==> src/rtl/execute_stage_pkg.sv <==
// Shared widths, opcode/ALU/forward/data-cache encodings and pipeline-register layouts
// for the RV32I execute stage.
package execute_stage_pkg;

    localparam int unsigned XLEN    = 32;
    localparam int unsigned REG_AW  = 5;
    localparam int unsigned OPC_W   = 7;
    localparam int unsigned ALUOP_W = 4;
    localparam int unsigned FSEL_W  = 2;
    localparam int unsigned DCC_W   = 3;

    typedef enum logic [OPC_W-1:0] {
        OpcOp     = 7'b0110011,
        OpcOpImm  = 7'b0010011,
        OpcLoad   = 7'b0000011,
        OpcStore  = 7'b0100011,
        OpcLui    = 7'b0110111,
        OpcAuipc  = 7'b0010111,
        OpcJal    = 7'b1101111,
        OpcJalr   = 7'b1100111,
        OpcBranch = 7'b1100011
    } opcode_e;

    typedef enum logic [ALUOP_W-1:0] {
        AluAdd   = 4'd0,
        AluSub   = 4'd1,
        AluSll   = 4'd2,
        AluSlt   = 4'd3,
        AluSltu  = 4'd4,
        AluXor   = 4'd5,
        AluSrl   = 4'd6,
        AluSra   = 4'd7,
        AluOr    = 4'd8,
        AluAnd   = 4'd9,
        AluPassB = 4'd10
    } alu_op_e;

    typedef enum logic [FSEL_W-1:0] {
        FselReg   = 2'd0,
        FselExMem = 2'd1,
        FselMemWb = 2'd2,
        FselReg3  = 2'd3
    } fsel_e;

    typedef enum logic [DCC_W-1:0] {
        DccNone = 3'd0,
        DccLb   = 3'd1,
        DccLh   = 3'd2,
        DccLw   = 3'd3,
        DccLbu  = 3'd4,
        DccLhu  = 3'd5,
        DccSw   = 3'd6,
        DccSb   = 3'd7
    } dcc_e;

    typedef struct packed {
        logic [XLEN-1:0]    pc;
        logic [XLEN-1:0]    rs1_data;
        logic [XLEN-1:0]    rs2_data;
        logic [REG_AW-1:0]  rs1_addr;
        logic [REG_AW-1:0]  rs2_addr;
        logic [REG_AW-1:0]  rd;
        logic [OPC_W-1:0]   opcode;
        logic [ALUOP_W-1:0] alu_op;
        logic [XLEN-1:0]    imm;
        logic [DCC_W-1:0]   dcc;
        logic               reg_we;
        logic               jal;
        logic               csl;
    } id_ex_t;

    typedef struct packed {
        logic [XLEN-1:0]   result;
        logic [XLEN-1:0]   rs2;
        logic [DCC_W-1:0]  dcc;
        logic              we;
        logic [REG_AW-1:0] rd;
        logic              csl;
    } ex_mem_t;

    // Selects 1 and 2 pick the in-flight results; 0 and 3 both keep the register value.
    function automatic logic [XLEN-1:0] fwd_mux(input logic [FSEL_W-1:0] sel,
                                                input logic [XLEN-1:0]   reg_val,
                                                input logic [XLEN-1:0]   ex_mem_val,
                                                input logic [XLEN-1:0]   mem_wb_val);
        logic [XLEN-1:0] res;
        case (sel)
            FselExMem: res = ex_mem_val;
            FselMemWb: res = mem_wb_val;
            default:   res = reg_val;
        endcase
        return res;
    endfunction

endpackage

==> src/rtl/exec_alu.sv <==
// Combinational 32-bit ALU for the execute stage; ops 11-15 yield zero.
module exec_alu
    import execute_stage_pkg::*;
(
    input  logic [ALUOP_W-1:0] alu_op_i,
    input  logic [XLEN-1:0]    a_i,
    input  logic [XLEN-1:0]    b_i,
    output logic [XLEN-1:0]    result_o
);

    logic [4:0] shamt;

    assign shamt = b_i[4:0];

    // Decode the op into a single result word.
    always_comb begin
        result_o = '0;
        case (alu_op_i)
            AluAdd:   result_o = a_i + b_i;
            AluSub:   result_o = a_i - b_i;
            AluSll:   result_o = a_i << shamt;
            AluSlt:   result_o = {{(XLEN-1){1'b0}}, ($signed(a_i) < $signed(b_i))};
            AluSltu:  result_o = {{(XLEN-1){1'b0}}, (a_i < b_i)};
            AluXor:   result_o = a_i ^ b_i;
            AluSrl:   result_o = a_i >> shamt;
            AluSra:   result_o = $unsigned($signed(a_i) >>> shamt);
            AluOr:    result_o = a_i | b_i;
            AluAnd:   result_o = a_i & b_i;
            AluPassB: result_o = b_i;
            default:  result_o = '0;
        endcase
    end

endmodule

==> src/rtl/execute_stage.sv <==
// RV32I execute stage: ID/EX register, forwarding operand muxes, ALU, EX/MEM register.
// Define EX_FORWARD_EN to honour fsel1/fsel2; otherwise operands come straight from the
// registered rs1/rs2 values and the hazard unit has to stall instead.
module execute_stage
    import execute_stage_pkg::*;
(
    input  logic               clk,
    input  logic               reset,
    input  logic               stall,
    input  logic [XLEN-1:0]    pc_in,
    input  logic [XLEN-1:0]    rs1_data,
    input  logic [XLEN-1:0]    rs2_data,
    input  logic [REG_AW-1:0]  rs1_addr,
    input  logic [REG_AW-1:0]  rs2_addr,
    input  logic [REG_AW-1:0]  rd_addr,
    input  logic [OPC_W-1:0]   opcode_in,
    input  logic [ALUOP_W-1:0] alu_op_in,
    input  logic [XLEN-1:0]    imm_in,
    input  logic [DCC_W-1:0]   dcc_in,
    input  logic               reg_we_in,
    input  logic               jal_in,
    input  logic               csl_in,
    input  logic [FSEL_W-1:0]  fsel1,
    input  logic [FSEL_W-1:0]  fsel2,
    input  logic [XLEN-1:0]    wb_data,
    output logic [OPC_W-1:0]   ex_opcode,
    output logic [REG_AW-1:0]  ex_rd,
    output logic [REG_AW-1:0]  ex_rs1,
    output logic [REG_AW-1:0]  ex_rs2,
    output logic [XLEN-1:0]    alu_result,
    output logic [XLEN-1:0]    mem_result,
    output logic [XLEN-1:0]    mem_rs2,
    output logic [DCC_W-1:0]   mem_dcc,
    output logic               mem_we,
    output logic [REG_AW-1:0]  mem_rd,
    output logic               mem_csl
);

    id_ex_t          id_ex_d, id_ex_q;
    ex_mem_t         ex_mem_d, ex_mem_q;
    logic [XLEN-1:0] rs1_fwd, rs2_fwd;
    logic [XLEN-1:0] op_a, op_b;
    logic [XLEN-1:0] alu_out;

    // ID/EX next state: a stall injects an all-zero bubble.
    always_comb begin
        id_ex_d = '0;
        if (!stall) begin
            id_ex_d.pc       = pc_in;
            id_ex_d.rs1_data = rs1_data;
            id_ex_d.rs2_data = rs2_data;
            id_ex_d.rs1_addr = rs1_addr;
            id_ex_d.rs2_addr = rs2_addr;
            id_ex_d.rd       = rd_addr;
            id_ex_d.opcode   = opcode_in;
            id_ex_d.alu_op   = alu_op_in;
            id_ex_d.imm      = imm_in;
            id_ex_d.dcc      = dcc_in;
            id_ex_d.reg_we   = reg_we_in;
            id_ex_d.jal      = jal_in;
            id_ex_d.csl      = csl_in;
        end
    end

    // ID/EX register; reset takes priority over stall.
    always_ff @(posedge clk or posedge reset) begin
        if (reset) begin
            id_ex_q <= '0;
        end else begin
            id_ex_q <= id_ex_d;
        end
    end

`ifdef EX_FORWARD_EN
    // Forward muxes look at the live EX/MEM and MEM/WB values, so dependencies resolve same-cycle.
    always_comb begin
        rs1_fwd = fwd_mux(fsel1, id_ex_q.rs1_data, ex_mem_q.result, wb_data);
        rs2_fwd = fwd_mux(fsel2, id_ex_q.rs2_data, ex_mem_q.result, wb_data);
    end
`else
    logic unused_fwd;

    // Forwarding disabled: selects and write-back data are deliberately ignored.
    always_comb begin
        unused_fwd = ^{fsel1, fsel2, wb_data};
        rs1_fwd    = id_ex_q.rs1_data;
        rs2_fwd    = id_ex_q.rs2_data;
    end
`endif

    // Operand selection: AUIPC uses the PC for A; only register-register ops use rs2 for B.
    always_comb begin
        op_a = rs1_fwd;
        op_b = id_ex_q.imm;
        if (id_ex_q.opcode == OpcAuipc) begin
            op_a = id_ex_q.pc;
        end
        if (id_ex_q.opcode == OpcOp) begin
            op_b = rs2_fwd;
        end
    end

    exec_alu u_alu (
        .alu_op_i (id_ex_q.alu_op),
        .a_i      (op_a),
        .b_i      (op_b),
        .result_o (alu_out)
    );

    // Link address overrides whatever the ALU computed.
    always_comb begin
        alu_result = alu_out;
        if (id_ex_q.jal) begin
            alu_result = id_ex_q.pc + 32'd4;
        end
    end

    // EX/MEM next state; store data is the forwarded rs2, not the raw register read.
    always_comb begin
        ex_mem_d        = '0;
        ex_mem_d.result = alu_result;
        ex_mem_d.rs2    = rs2_fwd;
        ex_mem_d.dcc    = id_ex_q.dcc;
        ex_mem_d.we     = id_ex_q.reg_we;
        ex_mem_d.rd     = id_ex_q.rd;
        ex_mem_d.csl    = id_ex_q.csl;
    end

    // EX/MEM register; never stalled.
    always_ff @(posedge clk or posedge reset) begin
        if (reset) begin
            ex_mem_q <= '0;
        end else begin
            ex_mem_q <= ex_mem_d;
        end
    end

    // Drive the registered fields out to the hazard/forwarding units and the data cache.
    always_comb begin
        ex_opcode  = id_ex_q.opcode;
        ex_rd      = id_ex_q.rd;
        ex_rs1     = id_ex_q.rs1_addr;
        ex_rs2     = id_ex_q.rs2_addr;
        mem_result = ex_mem_q.result;
        mem_rs2    = ex_mem_q.rs2;
        mem_dcc    = ex_mem_q.dcc;
        mem_we     = ex_mem_q.we;
        mem_rd     = ex_mem_q.rd;
        mem_csl    = ex_mem_q.csl;
    end

endmodule

==> config.mk <==
export PLATFORM = sky130hd
export DESIGN_NAME = execute_stage
export DESIGN_NICKNAME = d
export VERILOG_FILES = /design/src/rtl/execute_stage_pkg.sv /design/src/rtl/exec_alu.sv /design/src/rtl/execute_stage.sv
export SDC_FILE = /design/constraint.sdc
export NUM_CORES = 1
export LEC_CHECK = 0
export BUFFER_PORTS_ARGS = -buffer_cell sky130_fd_sc_hd__buf_2
export CORE_ASPECT_RATIO = 1.4
export CORE_MARGIN = 8
export CORE_UTILIZATION = 50
export CTS_CLUSTER_SIZE = 40
export DETAILED_ROUTE_END_ITERATION = 10
export MAX_ROUTING_LAYER = met4
export PLACE_DENSITY = 0.82
export SLEW_MARGIN = 40
export SYNTH_ARGS = -nofsm -noshare
export SYNTH_HDL_FRONTEND = slang
export SYNTH_SLANG_ARGS = --single-unit
export TNS_END_PERCENT = 100
==> constraint.sdc <==
create_clock -name clk -period 11.9 [get_ports clk]
set_clock_uncertainty 0.05 [all_clocks]
set_input_delay 1.19 -clock clk [delete_from_list [all_inputs] [get_ports clk]]
set_output_delay 1.19 -clock clk [all_outputs]
set_load 0.03 [all_outputs]
==> impl_metrics.yaml, run 1 <==
outcome:
  status: "finished, final reports clean"
critical_path:
  start_kind: "flop"
  critPathLaunch: "ex_opcode[6]"
  worstPathRequired_ns: 10.66
  critical_path.endpoint_type: "output pin"
  r2r_start: "ex_opcode[6]"
  crit_type: "reg2out"
  worstPathArrival_ns: 6.95
  crit_path_max_fanout: 30
clock_tree:
  cts-root-buf: "clkbuf_16"
  path_clk_slew_ns: 0.06
  cts_tree: "done"
  cts_buffers: 23
  cts_sinks: 234
  cts_resized: 0
  cts_max_path_buffers: 3
  clk_latency_ns: 0.55
  postCtsHoldBufs: 0
  htree_levels: 1
  cts_setup_buffers: 0
run:
  maxCapViolCount: 0
finish:
  syn_to_final_growth_pct: 10.65
  final_cells: 3066
  fin_util_pct: 56.09
  multi_input_area_mm2: 0.01203
  fin_area_mm2: 0.02153
  nets: 2835
  fill_cells: 3606
  n_antenna_cell: 0
  final_layout_size_suffix_gt1_share_pct: 17.96
  seq_area_mm2: 0.005857
detailed_routing:
  drc: 0
  dr_total_vias: 20000
  drt-vias-per-instance: 6.523
  ant_nets: 0
  drt_iter0_drc: 2492
  wire_per_inst_um: 27.81
  wl_um: 85270
  first_pass_iters: 6
synth:
  synth_area_leaders: "dfrtp_1, ha_1, nor2b_1"
  ys_types: 104
  synth-seq-cells: 234
  netlist_area_mm2: 0.01946
  yosysTopAreaCell: "dfrtp_1"
  ys_seq_area_share_pct: 30.09
  synth_common_cells: "dfrtp_1, nand2_1, nor2_1"
  async_reset_ff_share_pct: 100.0
  yosysWarningCount: 0
  yosys.area.top_type_share_pct: 30.09
  synthFlopType: "dfrtp_1"
  yosysMostFrequentCell: "dfrtp_1"
  synth_edf_count: 0
  syn_nets: 2701
  syn_inst: 2396
  syn_avg_cell_area_um2: 8.122
timing:
  setup_ws_ns: 3.710
  rsz0062_at_grt: "no"
  slew_headroom_pct: 39.37
  fmaxAchievable_mhz: 122.1
  tightest_slew_ns: 0.9061
  finalCritPeriodShare_pct: 68.83
  drv_slew: 0
  period_minus_slack_ns: 8.190
  hold_viol: 0
  setup_viol: 0
  tns_ns: 0
power:
  powerDensity_mw_per_mm2: 110.7
  p_leak_uw: 0.009962
  vdd_drop_max_mv: 0.1217
global_route:
  gr-total-overflow: 0
  antenna_found_initial: 0
  grt_max_degree: 108
  grt_pass1_vias: 19106
  track_usage_pct: 37.21
  grt_pass1_wl_um: 125200
placed_design:
  dp_slack_ns: 4.465
  place_congestion: 1.083
  dpl-instance-area_mm2: 0.02078
  dp_cells: 3027
  place.detailed.hpwl_um: 66480
  numPortBuffers: 290
die:
  initial_core_util_pct: 50.69
  io_pins: 327
  die_width_um: 182.7
  dieArea_mm2: 0.04558
  core_region_area_mm2: 0.03839
  fp-row-count: 85
  dieHeight_um: 249.4
hold_path:
  holdCritStartpoint: "ex_mem_d[7]"
  hp-class: "reg2reg"
==> placed cells by master, fill, tap and decap left out, types with 20 or more instances in the layout <==
cell type and instances:
a211oi_1 38, a21o_1 21, a21oi_1 151, a221oi_1 33, a31oi_1 30, buf_2 289
buf_4 48, clkbuf_16 23, dfrtp_1 233, ha_1 104, inv_1 99, mux2i_1 51
nand2_1 229, nand3_1 69, nor2_1 172, nor2b_1 171, nor3_1 114, o211ai_1 60
o21ai_0 112, o221ai_1 22, o22ai_1 20, or3_1 22, xnor2_1 40
==> worst paths after layout <==
check | endpoint | slack [ns] | cells past startpoint
worst max-delay path | alu_result[23] | 3.71 | 16
worst min-delay path | mem_dcc[0] | 0.30 | 0
worst max register to register | mem_result[23] | 5.52 | 15
worst min register to register | mem_dcc[0] | 0.30 | 0
max in group asynchronous | mem_rs2[13] | 10.04 | 3
min in group asynchronous | ex_rs1[4] | 0.72 | 2
==> logic make-up after synthesis <==
family | share of synthesized area (%)
AOI/OAI and AO/OA | 25.43
adders and majority gates | 6.893
xor gates and xnor gates | 2.565
DFF | 30.09
and+or+nand+nor | 22.42
muxes | 4.166
buffers and inverters | 8.436
==> flip-flops by register name, indices dropped and copies added (netlist names) <==
signal      flops
mem_rs2        32
ex_rd           5
ex_mem_d        5
ex_opcode       7
ex_rs1          5
rs2_fwd        32
mem_result     32
mem_we          1
mem_csl         1
mem_dcc         3
rs1_fwd        32
mem_rd          5
ex_rs2          5
id_ex_q        69
==> routing by layer <==
layer  vias to the layer above  wire length (um)  GRT usage (%)
met5                         -                 0              -
met4                         0              4909          18.03
met3                       246              7290          5.148
met2                      1288             40310          59.86
met1                      9606             32760          45.46
li1                       8860                 -              -
==> area by class of cell <==
cell class              instances  share of cell area [%]
multi-input cells            1825                   55.88
flip-flops and latches        234                   27.20
repair buffers                340                   8.547
well taps                     522                   3.033
clock buffers                  30                   2.934
inverters                     106                   1.883
clock inverters                 9                  0.5230
==> stage by stage <==
step	total power [uW]	hold slack, ns
finish	2383	0.2987
global route	2471	0.3001
CTS	2382	0.2995
detailed placement	1650	0.2855
global placement	1641	0.2815
floorplan	1414	0.2812
==> power by group <==
part           internal, uW  leakage, uW  switching [uW]
Combinational           239      0.00658             538
Clock                   418     0.000367             304
Sequential              848      0.00301            35.7
==> worst max-delay path: stages, from the launching register on <==
cell and delay, ns:
dfrtp_1 0.42, or3b_4 0.58, nor2_4 0.57, mux2i_4 0.81
buf_4 0.43, ha_1 0.32, nor2b_1 0.16, o2111a_1 0.27
o31ai_1 0.32, a21oi_2 0.18, a2111oi_4 0.73, o211ai_1 0.24
a221o_1 0.39, o21ai_0 0.18, o2111ai_1 0.18, a22o_1 0.37
buf_2 0.23
(Power assumes the default switching activity.)
==> inputs of run 2 (changes only) <==
ABC_AREA = 1   (was default)
PLACE_DENSITY = 0.85   (was 0.82)
clock period = 7.25 ns   (was 11.9 ns; I/O delays follow)
==> run 2 against run 1 <==
Net effect: die area decreased by 0.72%; first-iteration DRC count decreased by 0.44%; register-to-register slack got worse by 3.5 ns; sequential share of layout area increased by 0.17 points; via count increased by 5.8%; combinational power increased by 62%; critical path depth increased by 7; non-clock buffer count decreased by 19; sequential power increased by 62%; worst hold slack got worse by 0.042 ns; cell area decreased by 0.63%; largest cell class unchanged.
==> impl_metrics.yaml, run 2 <==
power:
  powerDensity_mw_per_mm2: 180.2
  combPwrFrac_pct: 32.5
  p_sw_share_pct: 37.69
  intPower_uw: 2403
  p_leak_uw: 0.01215
  power.share.clock_pct: 30.5
  switchingPower_uw: 1454
  seqPwrFrac_pct: 37.0
  vdd_drop_max_mv: 0.2423
critical_path:
  r2r_start: "ex_opcode[1]"
  r2r_slack_ns: 2.02
  critical-path-top-delay-family: "simple AND/OR/NAND/NOR gates"
  critPathLaunch: "ex_opcode[1]"
  crit_chain: "nand2_2 -> nor2_4 -> nand2_2 -> inv_2 -> or2_2 -> o21ai_1 -> inv_1 -> ha_1 -> o21ai_0 -> nand2_1 -> nand2_1 -> a21oi_1 -> o21ai_0 -> nand2_1 -> nand2_1 -> nand2_1 -> nand3_1 -> nand3_1 -> nor2_1 -> nand3_1 -> nand2_1 -> nand2_1 -> buf_2"
  start_kind: "flop"
  critical_path.endpoint_type: "output pin"
  worst-path-buf-inv: 3
  ff2ff_path_depth: 22
  slowest_delay_ns: 0.54
  reg2reg_to: "mem_result[16]"
  worstPathArrival_ns: 5.79
  cp_num_cells: 23
  crit_type: "reg2out"
  crit_path_end: "alu_result[16]"
  worstPathRequired_ns: 6.47
  critPathSlowestCell: "o21ai_0"
  path_common_cell: "nand2_1"
  crit_path_max_fanout: 27
clock_tree:
  cts_max_path_buffers: 3
  cts_buffers: 22
  clk_latency_ns: 0.54
  cts_sinks: 234
  htree_levels: 1
  path_clk_slew_ns: 0.06
  cts_setup_buffers: 0
  postCtsHoldBufs: 0
  cts_tree: "done"
  cts_resized: 0
  cts-root-buf: "clkbuf_16"
timing:
  tightest_slew_ns: 0.9021
  fmaxAchievable_mhz: 152.4
  drv_slew: 0
  period_minus_slack_ns: 6.562
  holdWs_ns: 0.2571
  rsz0062_at_grt: "no"
  setup_ws_ns: 0.6882
  hold_viol: 0
  setup_viol: 0
  slew_headroom_pct: 39.22
  finalCritPeriodShare_pct: 90.51
  tns_ns: 0
synth:
  netlist_area_mm2: 0.01931
  synth-seq-cells: 234
  yosysMostFrequentCell: "nand2_1"
  ys_types: 44
  yosysWarningCount: 0
  syn_nets: 3358
  yosysTopAreaCell: "dfrtp_1"
  syn_avg_cell_area_um2: 6.324
  synthFlopType: "dfrtp_1"
  syn_inst: 3053
  synth_area_leaders: "dfrtp_1, nand2_1, nand3_1"
  yosys.area.top_type_share_pct: 30.33
  async_reset_ff_share_pct: 100.0
  synth_common_cells: "nand2_1, nand3_1, inv_1"
  ys_seq_area_share_pct: 30.33
  synth_edf_count: 0
detailed_routing:
  drt_iter0_drc: 2481
  drt-vias-per-instance: 5.714
  first_pass_iters: 6
  ant_nets: 0
  dr_total_vias: 21166
  wl_um: 78250
  wire_per_inst_um: 21.13
  drc: 0
hold_path:
  hp-class: "in2async"
outcome:
  status: "finished, final reports clean"
global_route:
  grt_max_degree: 135
  track_usage_pct: 34.32
  grt_pass1_vias: 20455
  gr-total-overflow: 0
  antenna_found_initial: 1
  grt_pass1_wl_um: 116100
finish:
  final_layout_size_suffix_gt1_share_pct: 12.90
  largest-register: "id_ex_q"
  fin_util_pct: 55.89
  final_cell_mix: "nand2_1, nand3_1, inv_1"
  final_common_cell: "nand2_1"
  syn_to_final_growth_pct: 10.82
  largest_reg_flops: 69
  nets: 3516
die:
  dieArea_mm2: 0.04525
  initial_core_util_pct: 50.43
  io_pins: 327
  die_width_um: 182.1
  dieHeight_um: 248.5
  core_region_area_mm2: 0.03829
  fp-row-count: 85
placed_design:
  place.detailed.hpwl_um: 61070
  dp_slack_ns: 1.428
  place_congestion: 1.077
  numPortBuffers: 290
run:
  maxCapViolCount: 0
## run 2: worst min path at each step
stage	start	end	slack [ns]	cells after the start
6_report	reset	ex_rs1[2]	0.26	2
5_1_grt	reset	ex_rd[1]	0.31	2
4_1_cts	reset	ex_rs2[3]	0.28	2
3_3_place_gp	ex_mem_d[7]	mem_dcc[0]	0.28	0
2_1_floorplan	ex_mem_d[0]	mem_csl	0.28	0
3_5_place_dp	ex_mem_d[6]	mem_we	0.29	0
## run 2: layer usage
layer	vias up	part of all wire, %	wire length, um	track usage [%]
li1	9995	-	-	-
met3	281	8.0	6237	4.685
met4	0	8.8	6855	25.36
met2	1119	48	37750	56.58
met5	-	0	0	-
met1	9771	35	27410	37.47
## run 2: metrics by stage
| step | instance area (um2) | cells | total power (uW) |
|---|---|---|---|
| global placement | 20610 | 3664 | 2651 |
| floorplan | 19310 | 3053 | 2297 |
| detailed placement | 20620 | 3664 | 2661 |
| finish | 21400 | 3704 | 3856 |
| global route | 21400 | 3704 | 4025 |
| CTS | 21370 | 3702 | 3835 |
## run 2: power by group through the flow
| stage | Combinational (uW) | Sequential [uW] | Clock [uW] |
|---|---|---|---|
| after floorplan | 774 | 1520 | 0 |
| after global placement | 1210 | 1440 | 0 |
| after detailed placement | 1210 | 1450 | 0 |
| after CTS | 1220 | 1430 | 1190 |
| after global routing | 1350 | 1430 | 1240 |
| final | 1260 | 1430 | 1180 |
## run 2: kinds of logic (layout without fill, tap and decap cells)
group	after synthesis	after routing	share of synthesized area [%]
adders and majority gates	106	106	6.947
and+or+nand+nor	1675	1675	37.34
buffers and inverters	658	830	14.35
other	0	1	0
AOI/OAI and AO/OA	375	375	10.82
xor gates and xnor gates	5	5	0.2268
DFF	234	234	30.33
## run 2: layout make-up
cell class | instances | area, um2
sequential | 234 | 5856
clock inverter | 6 | 116.4
clock buffer | 32 | 628.1
multi-input combinational | 2161 | 10710
tap | 478 | 598.1
inverter | 471 | 1782
antenna | 1 | 2.502
timing repair buffer | 321 | 1703
fill | 3820 | 16890
